### config.mk
export PLATFORM = sky130hd
export DESIGN_NAME = sum_xchg_hub
export DESIGN_NICKNAME = d
export VERILOG_FILES = /design/src/rtl/sum_xchg_pkg.sv /design/src/rtl/sum_fifo.sv /design/src/rtl/sum_xchg_hub.sv
export SDC_FILE = /design/constraint.sdc
export NUM_CORES = 1
export LEC_CHECK = 0
export BUFFER_PORTS_ARGS = -buffer_cell sky130_fd_sc_hd__buf_2
export CAP_MARGIN = 20
export CORE_MARGIN = 2
export CORE_UTILIZATION = 57
export DETAILED_ROUTE_END_ITERATION = 10
export GPL_ROUTABILITY_DRIVEN = 0
export GPL_TIMING_DRIVEN = 0
export HOLD_SLACK_MARGIN = 0.05
export PLACE_DENSITY = 0.85
export SLEW_MARGIN = 40
export SYNTH_ARGS = -nofsm -noshare
export SYNTH_HDL_FRONTEND = slang
export SYNTH_SLANG_ARGS = --single-unit
### constraint.sdc
create_clock -name clk -period 8.6 [get_ports clk]
set_input_delay 1.72 -clock clk [delete_from_list [all_inputs] [get_ports clk]]
set_output_delay 1.72 -clock clk [all_outputs]
set_load 0.005 [all_outputs]
### src/rtl/sum_xchg_pkg.sv
// Shared types and sizing helpers for the partial-sum exchange hub.
package sum_xchg_pkg;

   typedef enum logic [1:0] {
      S_IDLE,
      S_SUM,
      S_HOLD
   } state_e;

   function automatic int clog2(input int value);
      int r;
      int v;
      r = 0;
      v = value - 1;
      while (v > 0) begin
         r = r + 1;
         v = v >> 1;
      end
      return r;
   endfunction

   localparam int DEF_NCORE   = 2;
   localparam int DEF_BW_PSUM = 20;
   localparam int DEF_SW      = DEF_BW_PSUM + 4;
   localparam int DEF_DEPTH   = 4;
   localparam int DEF_OW      = DEF_SW + clog2(DEF_NCORE);
   localparam int DEF_PTR_W   = clog2(DEF_DEPTH) + 1;

endpackage

### src/rtl/sum_fifo.sv
// Synchronous first-word-fall-through FIFO; pointers carry one wrap bit so
// full and empty are distinguishable without a separate counter.
module sum_fifo
   import sum_xchg_pkg::*;
#(
   parameter int width = DEF_SW,
   parameter int depth = DEF_DEPTH
) (
   input  logic             clk,
   input  logic             reset,
   input  logic             wr_i,
   input  logic [width-1:0] din_i,
   input  logic             rd_i,
   output logic             full_o,
   output logic             empty_o,
   output logic [width-1:0] dout_o
);

   localparam int aw = clog2(depth);
   localparam int pw = aw + 1;

   logic [width-1:0] mem_q [depth];
   logic [pw-1:0]    wr_ptr_q;
   logic [pw-1:0]    rd_ptr_q;
   logic             wr_en;
   logic             rd_en;

   assign full_o  = (wr_ptr_q[aw] != rd_ptr_q[aw]) &&
                    (wr_ptr_q[aw-1:0] == rd_ptr_q[aw-1:0]);
   assign empty_o = (wr_ptr_q == rd_ptr_q);
   assign wr_en   = wr_i && !full_o;
   assign rd_en   = rd_i && !empty_o;
   assign dout_o  = mem_q[rd_ptr_q[aw-1:0]];

   // NOTE: sequential state uses <= so every register samples pre-edge values.
   always_ff @(posedge clk or posedge reset) begin
      if (reset) begin
         wr_ptr_q <= '0;
         rd_ptr_q <= '0;
      end else begin
         if (wr_en) wr_ptr_q <= wr_ptr_q + pw'(1);
         if (rd_en) rd_ptr_q <= rd_ptr_q + pw'(1);
      end
   end

   // NOTE: storage is deliberately not reset; the pointers alone define which
   // words are valid, and leaving it unreset lets it map onto plain RAM.
   always_ff @(posedge clk) begin
      if (wr_en) mem_q[wr_ptr_q[aw-1:0]] <= din_i;
   end

endmodule

### src/rtl/sum_xchg_hub.sv
// Partial-sum exchange hub: buffers one sum per core, aligns a full set and
// returns each core either the sum of its peers or the global total.
module sum_xchg_hub
   import sum_xchg_pkg::*;
#(
   parameter int ncore   = DEF_NCORE,
   parameter int bw_psum = DEF_BW_PSUM,
   parameter int sw      = bw_psum + 4,
   parameter int depth   = DEF_DEPTH,
   parameter int ow      = sw + clog2(ncore)
) (
   input  logic                clk,
   input  logic                reset,
   input  logic [ncore*sw-1:0] sum_in,
   input  logic [ncore-1:0]    sum_in_valid,
   output logic [ncore-1:0]    sum_in_ready,
   input  logic                mode,
   output logic [ncore*ow-1:0] sum_out,
   output logic [ncore-1:0]    sum_out_valid,
   input  logic [ncore-1:0]    sum_out_rd,
   output logic [ncore-1:0]    ovf,
   output logic                busy
);

   logic [ncore-1:0] fifo_full;
   logic [ncore-1:0] fifo_empty;
   logic [sw-1:0]    fifo_dout [ncore];
   logic [ow-1:0]    tot_sum;
   logic             pop;

   state_e           state_q, state_d;
   logic [sw-1:0]    v_q [ncore];
   logic [sw-1:0]    v_d [ncore];
   logic [ow-1:0]    res_q [ncore];
   logic [ow-1:0]    res_d [ncore];
   logic [ow-1:0]    tot_q, tot_d;
   logic             mode_q, mode_d;
   logic [ncore-1:0] valid_q, valid_d;
   logic [ncore-1:0] ovf_q;

   // A set is taken only when every core has a word and no result is pending.
   assign pop = (state_q == S_IDLE) && (fifo_empty == '0) && (valid_q == '0);

   for (genvar i = 0; i < ncore; i++) begin : g_core
      sum_fifo #(
         .width (sw),
         .depth (depth)
      ) u_fifo (
         .clk     (clk),
         .reset   (reset),
         .wr_i    (sum_in_valid[i]),
         .din_i   (sum_in[i*sw +: sw]),
         .rd_i    (pop),
         .full_o  (fifo_full[i]),
         .empty_o (fifo_empty[i]),
         .dout_o  (fifo_dout[i])
      );
      assign sum_out[i*ow +: ow] = res_q[i];
   end

   // NOTE: blocking accumulation is intended here; each iteration must see the
   // partial sum written by the previous one within the same evaluation.
   always_comb begin
      tot_sum = '0;
      for (int i = 0; i < ncore; i++) begin
         tot_sum = tot_sum + ow'(fifo_dout[i]);
      end
   end

   // NOTE: every next-state signal is defaulted first so no path infers a latch.
   always_comb begin
      state_d = state_q;
      v_d     = v_q;
      res_d   = res_q;
      tot_d   = tot_q;
      mode_d  = mode_q;
      valid_d = valid_q;
      unique case (state_q)
         S_IDLE: begin
            if (pop) begin
               v_d     = fifo_dout;
               tot_d   = tot_sum;
               mode_d  = mode;
               state_d = S_SUM;
            end
         end
         S_SUM: begin
            for (int i = 0; i < ncore; i++) begin
               res_d[i] = mode_q ? tot_q : tot_q - ow'(v_q[i]);
            end
            valid_d = '1;
            state_d = S_HOLD;
         end
         S_HOLD: begin
            valid_d = valid_q & ~sum_out_rd;
            if (valid_d == '0) state_d = S_IDLE;
         end
         default: state_d = S_IDLE;
      endcase
   end

   always_ff @(posedge clk or posedge reset) begin
      if (reset) begin
         state_q <= S_IDLE;
         tot_q   <= '0;
         mode_q  <= 1'b0;
         valid_q <= '0;
         ovf_q   <= '0;
         for (int i = 0; i < ncore; i++) begin
            v_q[i]   <= '0;
            res_q[i] <= '0;
         end
      end else begin
         state_q <= state_d;
         tot_q   <= tot_d;
         mode_q  <= mode_d;
         valid_q <= valid_d;
         ovf_q   <= ovf_q | (sum_in_valid & fifo_full);
         for (int i = 0; i < ncore; i++) begin
            v_q[i]   <= v_d[i];
            res_q[i] <= res_d[i];
         end
      end
   end

   assign sum_in_ready  = ~fifo_full;
   assign sum_out_valid = valid_q;
   assign ovf           = ovf_q;
   assign busy          = (state_q != S_IDLE) || !(&fifo_empty);

endmodule

Yosys cells after proc, flatten, opt, wreduce, memory -nomap -nowiden
Memories as Yosys holds them, arrays and structs flattened. Cells that the tools add are included.

Memories: 2. Logic and storage cells: 70. Output and inout port bits: 57. Flip-flop bits (word level): 142. RAM bits: 192.

Memory list: g_core[0].u_fifo.mem_q (depth 4, bits a word 24, read ports 1, clocked after Yosys merged registers in 0, wr ports 1, RTL line sum_fifo.sv:22) `logic [width-1:0] mem_q [depth];`; g_core[1].u_fifo.mem_q (depth 4, bits a word 24, read ports 1, clocked after Yosys merged registers in 0, wr ports 1, RTL line sum_fifo.sv:22).

Bitwise operators: 5. Multiplexer cells: 10. Reductions and logical operators: 23. Add/subtract/negate cells: 7. Equality and inequality tests: 10.

Operators by type and width (count): 2-to-1 mux 25 bit (2); subtractor 25 x 24 -> 25 bit (2); adder 24 x 24 -> 25 bit (1); adder 3 x 1 -> 3 bit (second input constant) (4); logical AND 1 bit (8); zero test 2 bit (4); equality test 3 bit (2); case mux 2 bit (3 select lines) (1); AND reduction 2 bit (3); zero test 1 bit (5); AND 2 bit (2); equality test 2 bit (2); 2-to-1 mux 1 bit (4); 2-to-1 mux 2 bit (2); inverter 2 bit (2); case mux 2 bit (2 select lines) (1); nonzero test 2 bit (2); equality test 2 x 1 -> 1 bit (second input constant) (1); equality test 2 bit (second input constant) (1); != test 1 bit (2); != test 2 x 1 -> 1 bit (second input constant) (1); != test 2 bit (second input constant) (1); OR 2 bit (1); logical OR 1 bit (1).

Depth between registers and ports, before layout
Depth after elaboration: 6. Depth in mapped cells: 13.

Modules after synthesis
From an unflattened synthesis, not the netlist that was laid out.

Cells, all modules: 1419. Area total of the unflattened synthesis: 16927.5 um2.

Modules (own cells, without submodules): sum_xchg_hub (seq. area each 3253.1 um2, instances 1, cells each 1069, area an instance 8964.8 um2); sum_fifo (seq. area each 3032.9 um2, instances 2, cells each 175, area an instance 3981.3 um2).

Worst setup path before layout
Ideal clock, no wire load.

Path kind: flip-flop to flip-flop. Start: register g_core[1].u_fifo.rd_ptr_q[0]. End: register tot_q[23]. Stages on the path, launching flop included: 13. Library setup time: 124 ps. Period minus slack after synthesis: 3590 ps. Setup slack: 5010 ps. Arrival: 3467 ps. Path through: dfrtp_1 buf_2 buf_2 mux4_2 ha_1 a2111oi_4 o21ai_2 a2111oi_4 o41ai_2 and3_4 a311oi_2 xor2_1 o21ai_1.

RTL lines: start: declaration (RTL line sum_fifo.sv:24) `logic [pw-1:0] rd_ptr_q;`; start signal: assignment (RTL line sum_fifo.sv:42) `if (rd_en) rd_ptr_q <= rd_ptr_q + pw'(1);`; end signal: assignment (RTL line sum_xchg_hub.sv:115) `tot_q <= tot_d;`; end: declaration (RTL line sum_xchg_hub.sv:36) `logic [ow-1:0] tot_q, tot_d;`.

==> metrics.md <==
| Metric | Value |
|---|---|
| Top delay family on crit path | compound AO/OA/AOI/OAI gates |
| Fin crit period | 4.39 ns |
| Post-CTS Resized | 0 |
| Sw frac | 0.419 |
| Number of global-route vias before repair | 10,955 |
| Max Root-Sink Buffers | 3 |
| Tot GR Track Use | 0.264 |
| Cell mode on critical path | a21oi_1 |
| Layout cell share with drive strength beyond 1 | 0.195 |
| P_int | 5.05 mW |
| Core box area | 28,500 sq um |
| # DRC | 0 |
| Synthesized cell area | 16,400 sq um |
| Pin count of the biggest net entering global routing | 74 |
| Synth warn | 0 |
| Main synth FF type | edfxtp_1 |
| Worst Setup Start Kind | flop |
| H-tree Lvls | 2 |
| Max transition margin | 0.487 |
| Core Util, Final | 0.653 |
| Post-Route Setup TNS | 0 ns |
| Multi-input logic area | 6580 sq um |
| Clock latency on the worst-skew pair | 0.53 ns |
| TritonRoute pass-1 iters | 8 |
| Required time worst endpoint | 8.98 ns |
| Root buffer cell | clkbuf_16 |
| Synth top area cells | edfxtp_1 35%, dfrtp_1 22%, mux4_2 6.6%, ha_1 6.6%, mux2_2 3.5% |
| Commonest non-fill, non-tap cell in the layout | edfxtp_1 |
| Synth area leader | edfxtp_1 |
| DPL Wire Length | 28.7 mm |
| Overall die height | 174 um |
| Die width | 174 um |
| Final hold vios | 0 |
| Yosys cell types | 66 |
| Synthesized Nets | 1,422 |
| Filler cells | 2,017 |
| Maxcap violations | 0 |
| Clk sinks | 334 |
| # IOs | 112 |
| GR Overflow Total | 0 |
| Critical path type | flop to flop |
| M3 GR Usage | 0.0425 |
| WL final | 39.4 mm |
| Critical path peak fanout | 10 |
| Finish-stage setup viols | 0 |
| P_leak | 7.66 nW |
| CTS tree | built |
| Most frequent cells in the layout | 192 x edfxtp_1, 142 x dfrtp_1, 119 x buf_2 |
| Worst Hold Class | flop to flop |
| Post-DRT Antenna Nets | 0 |
| Clk pin slew, worst setup/hold paths | 0.06 ns |
| Post-CTS Setup Inserts | 0 |
| Worst Clk Skew | 0.0138 ns |
| # port buffers | 111 |
| Iter 0 DRT Violations | 1,075 |
| Max incr delay on CP | 0.53 ns |
| Global Route met2 Usage | 0.440 |
| CTS Buf Count | 34 |
| Effective utilization at floorplan | 0.575 |
| Bufs and invs on worst path | 2 |
| Sequential share of the synthesized area | 0.569 |
| Area grow syn2layout | 13.6% |
| Tightest Pin Transition | 0.760 ns |
| Share of the synthesized area in the top cell type | 0.352 |
| Avg WL per Cell | 21.5 um |
| DR vias/cell | 6.06 |
| Seq pwr share | 0.295 |
| Nets | 1,570 |
| Hold_buf cts | 0 |
| Gr busiest metal | met2 |
| Worst IR drop on VDD | 0.290 mV |
| Die area | 30,100 sq um |
| CP Cell Sequence | clkbuf_1 > buf_1 > mux4_2 > ha_1 > fa_1 > a21oi_1 > nand4b_1 > a21oi_1 > nand3b_1 > a21oi_1 > o21ai_1 > a2111oi_0 > nor3_1 |
| Share of flip-flops with an asynchronous set or reset | 0.425 |
| Via count | 11,133 |
| CP max-delay cell | buf_1 |
| Gate Count Post-Synth | 1,278 |
| Net Sw Power | 3.64 mW |
| Max Clk Rate | 0.228 GHz |
| Power per Cell Area | 467 nW/um^2 |
| Crit end category | flop |
| Mean Syn Cell Area | 12.8 sq um |
| Storage cell area | 9320 sq um |
| # rows | 62 |
| RSZ-0062 raised after global routing | false |
| M1 GR Usage | 0.361 |
| CP Data Arrival Time | 4.77 ns |
| Share of total power in the clock network | 0.174 |
| Post-synth EDFFs | 192 |
| Outcome | complete, no violations |
| First-pass GRT wire length | 61.4 mm |
| Final critical-path share of the clock period | 0.510 |
| Combinational Power Share | 0.531 |
| #FFs+latches synth | 334 |
| Initial antenna violation count | 6 |
| Slew Limit Fails | 0 |
[worst paths after layout]
| kind | start | cells past startpoint | endpoint | slack (ns) |
|---|---|---|---|---|
| max | g_core[1].u_fifo.rd_ptr_q[1] | 13 | tot_q[24] | 4.21 |
| max reg2reg | g_core[1].u_fifo.rd_ptr_q[1] | 13 | tot_q[24] | 4.21 |
| max in group asynchronous | reset | 3 | v_q[38] | 6.61 |
| min in group asynchronous | reset | 2 | sum_out[25] | 1.25 |
| min reg2reg | ovf[1] | 1 | ovf[1] | 0.47 |
| min | ovf[1] | 1 | ovf[1] | 0.47 |
[metrics by stage]
step           cell area, sq um  hold WS (ns)  setup WS (ns)  instances  total power [mW]
5_1_grt                   18600         0.481           3.93       1835              9.22
3_5_place_dp              17500         0.452           4.35       1774              7.06
4_1_cts                   18600         0.467           4.27       1835              8.62
6_report                  18600         0.465           4.21       1836              8.69
3_3_place_gp              17400         0.455           1.47       1773              6.87
2_1_floorplan             16400         0.452           3.07       1278              5.83
[worst register-to-register path: cells and delay by family (launching register included)]
family | cells | cell delay, ns
AO/OA/AOI/OAI | 5 | 1.24
adder cells (fa/ha/maj) | 2 | 0.70
buffers and inverters | 2 | 0.98
AND/OR/NAND/NOR | 3 | 0.53
multiplexers | 1 | 0.45
flip-flops | 1 | 0.37
[synthesized netlist by cell type, types with 24 or more instances]
library cell  count
edfxtp_1        192
dfrtp_1         142
nand2_1         100
a21oi_1          91
ha_1             86
inv_1            79
nor2_1           62
o21ai_0          54
mux2_2           51
mux4_2           48
clkbuf_1         34
xnor2_1          34
xor2_1           33
a21o_1           28
nand3_1          24
[power groups by stage]
stage,clock [mW],sequential (mW),combinational (mW)
final,1.51,2.56,4.61
after global routing,1.58,2.61,5.03
after CTS,1.53,2.56,4.54
after detailed placement,0,2.58,4.48
after global placement,0,2.53,4.34
after floorplan,0,2.49,3.34
[logic make-up (layout without fill, tap and decap cells)]
logic type / Yosys count / after routing / synth area share
AOI/OAI and AO/OA: 285 / 285 / 0.113
xor gates and xnor gates: 67 / 67 / 0.0358
adders and majority gates: 89 / 89 / 0.0694
buffers and inverters: 127 / 300 / 0.0297
DFF: 334 / 334 / 0.569
muxes: 108 / 108 / 0.107
other: 0 / 1 / 0
and+or+nand+nor: 268 / 268 / 0.0764
[registers in the layout, indices dropped and copies added, names as in the netlist]
register / cells
g_core.u_fifo.mem_q: 192
tot_q: 25
g_core.u_fifo.rd_ptr_q: 6
sum_out: 50
sum_out_valid: 2
mode_q: 1
v_q: 48
g_core.u_fifo.wr_ptr_q: 6
state_q: 2
ovf: 2
[layout make-up]
class,instances,share of cell area
sequential,334,0.501
multi-input combinational,817,0.354
clock buffer,40,0.0475
timing repair buffer,112,0.0314
tap,384,0.0258
inverter,79,0.0163
clock inverter,21,0.0137
buffer,48,0.0102
antenna,1,0.000135
[layer usage]
| layer | share of wire | vias to the layer above | wire length (um) |
|---|---|---|---|
| li1 | - | 5057 | - |
| met1 | 0.41 | 5426 | 16200 |
| met3 | 0.081 | 97 | 3190 |
| met2 | 0.48 | 541 | 18900 |
| met5 | 0.0019 | - | 74 |
| met4 | 0.028 | 12 | 1110 |
Power figures use the tool's default switching activity.
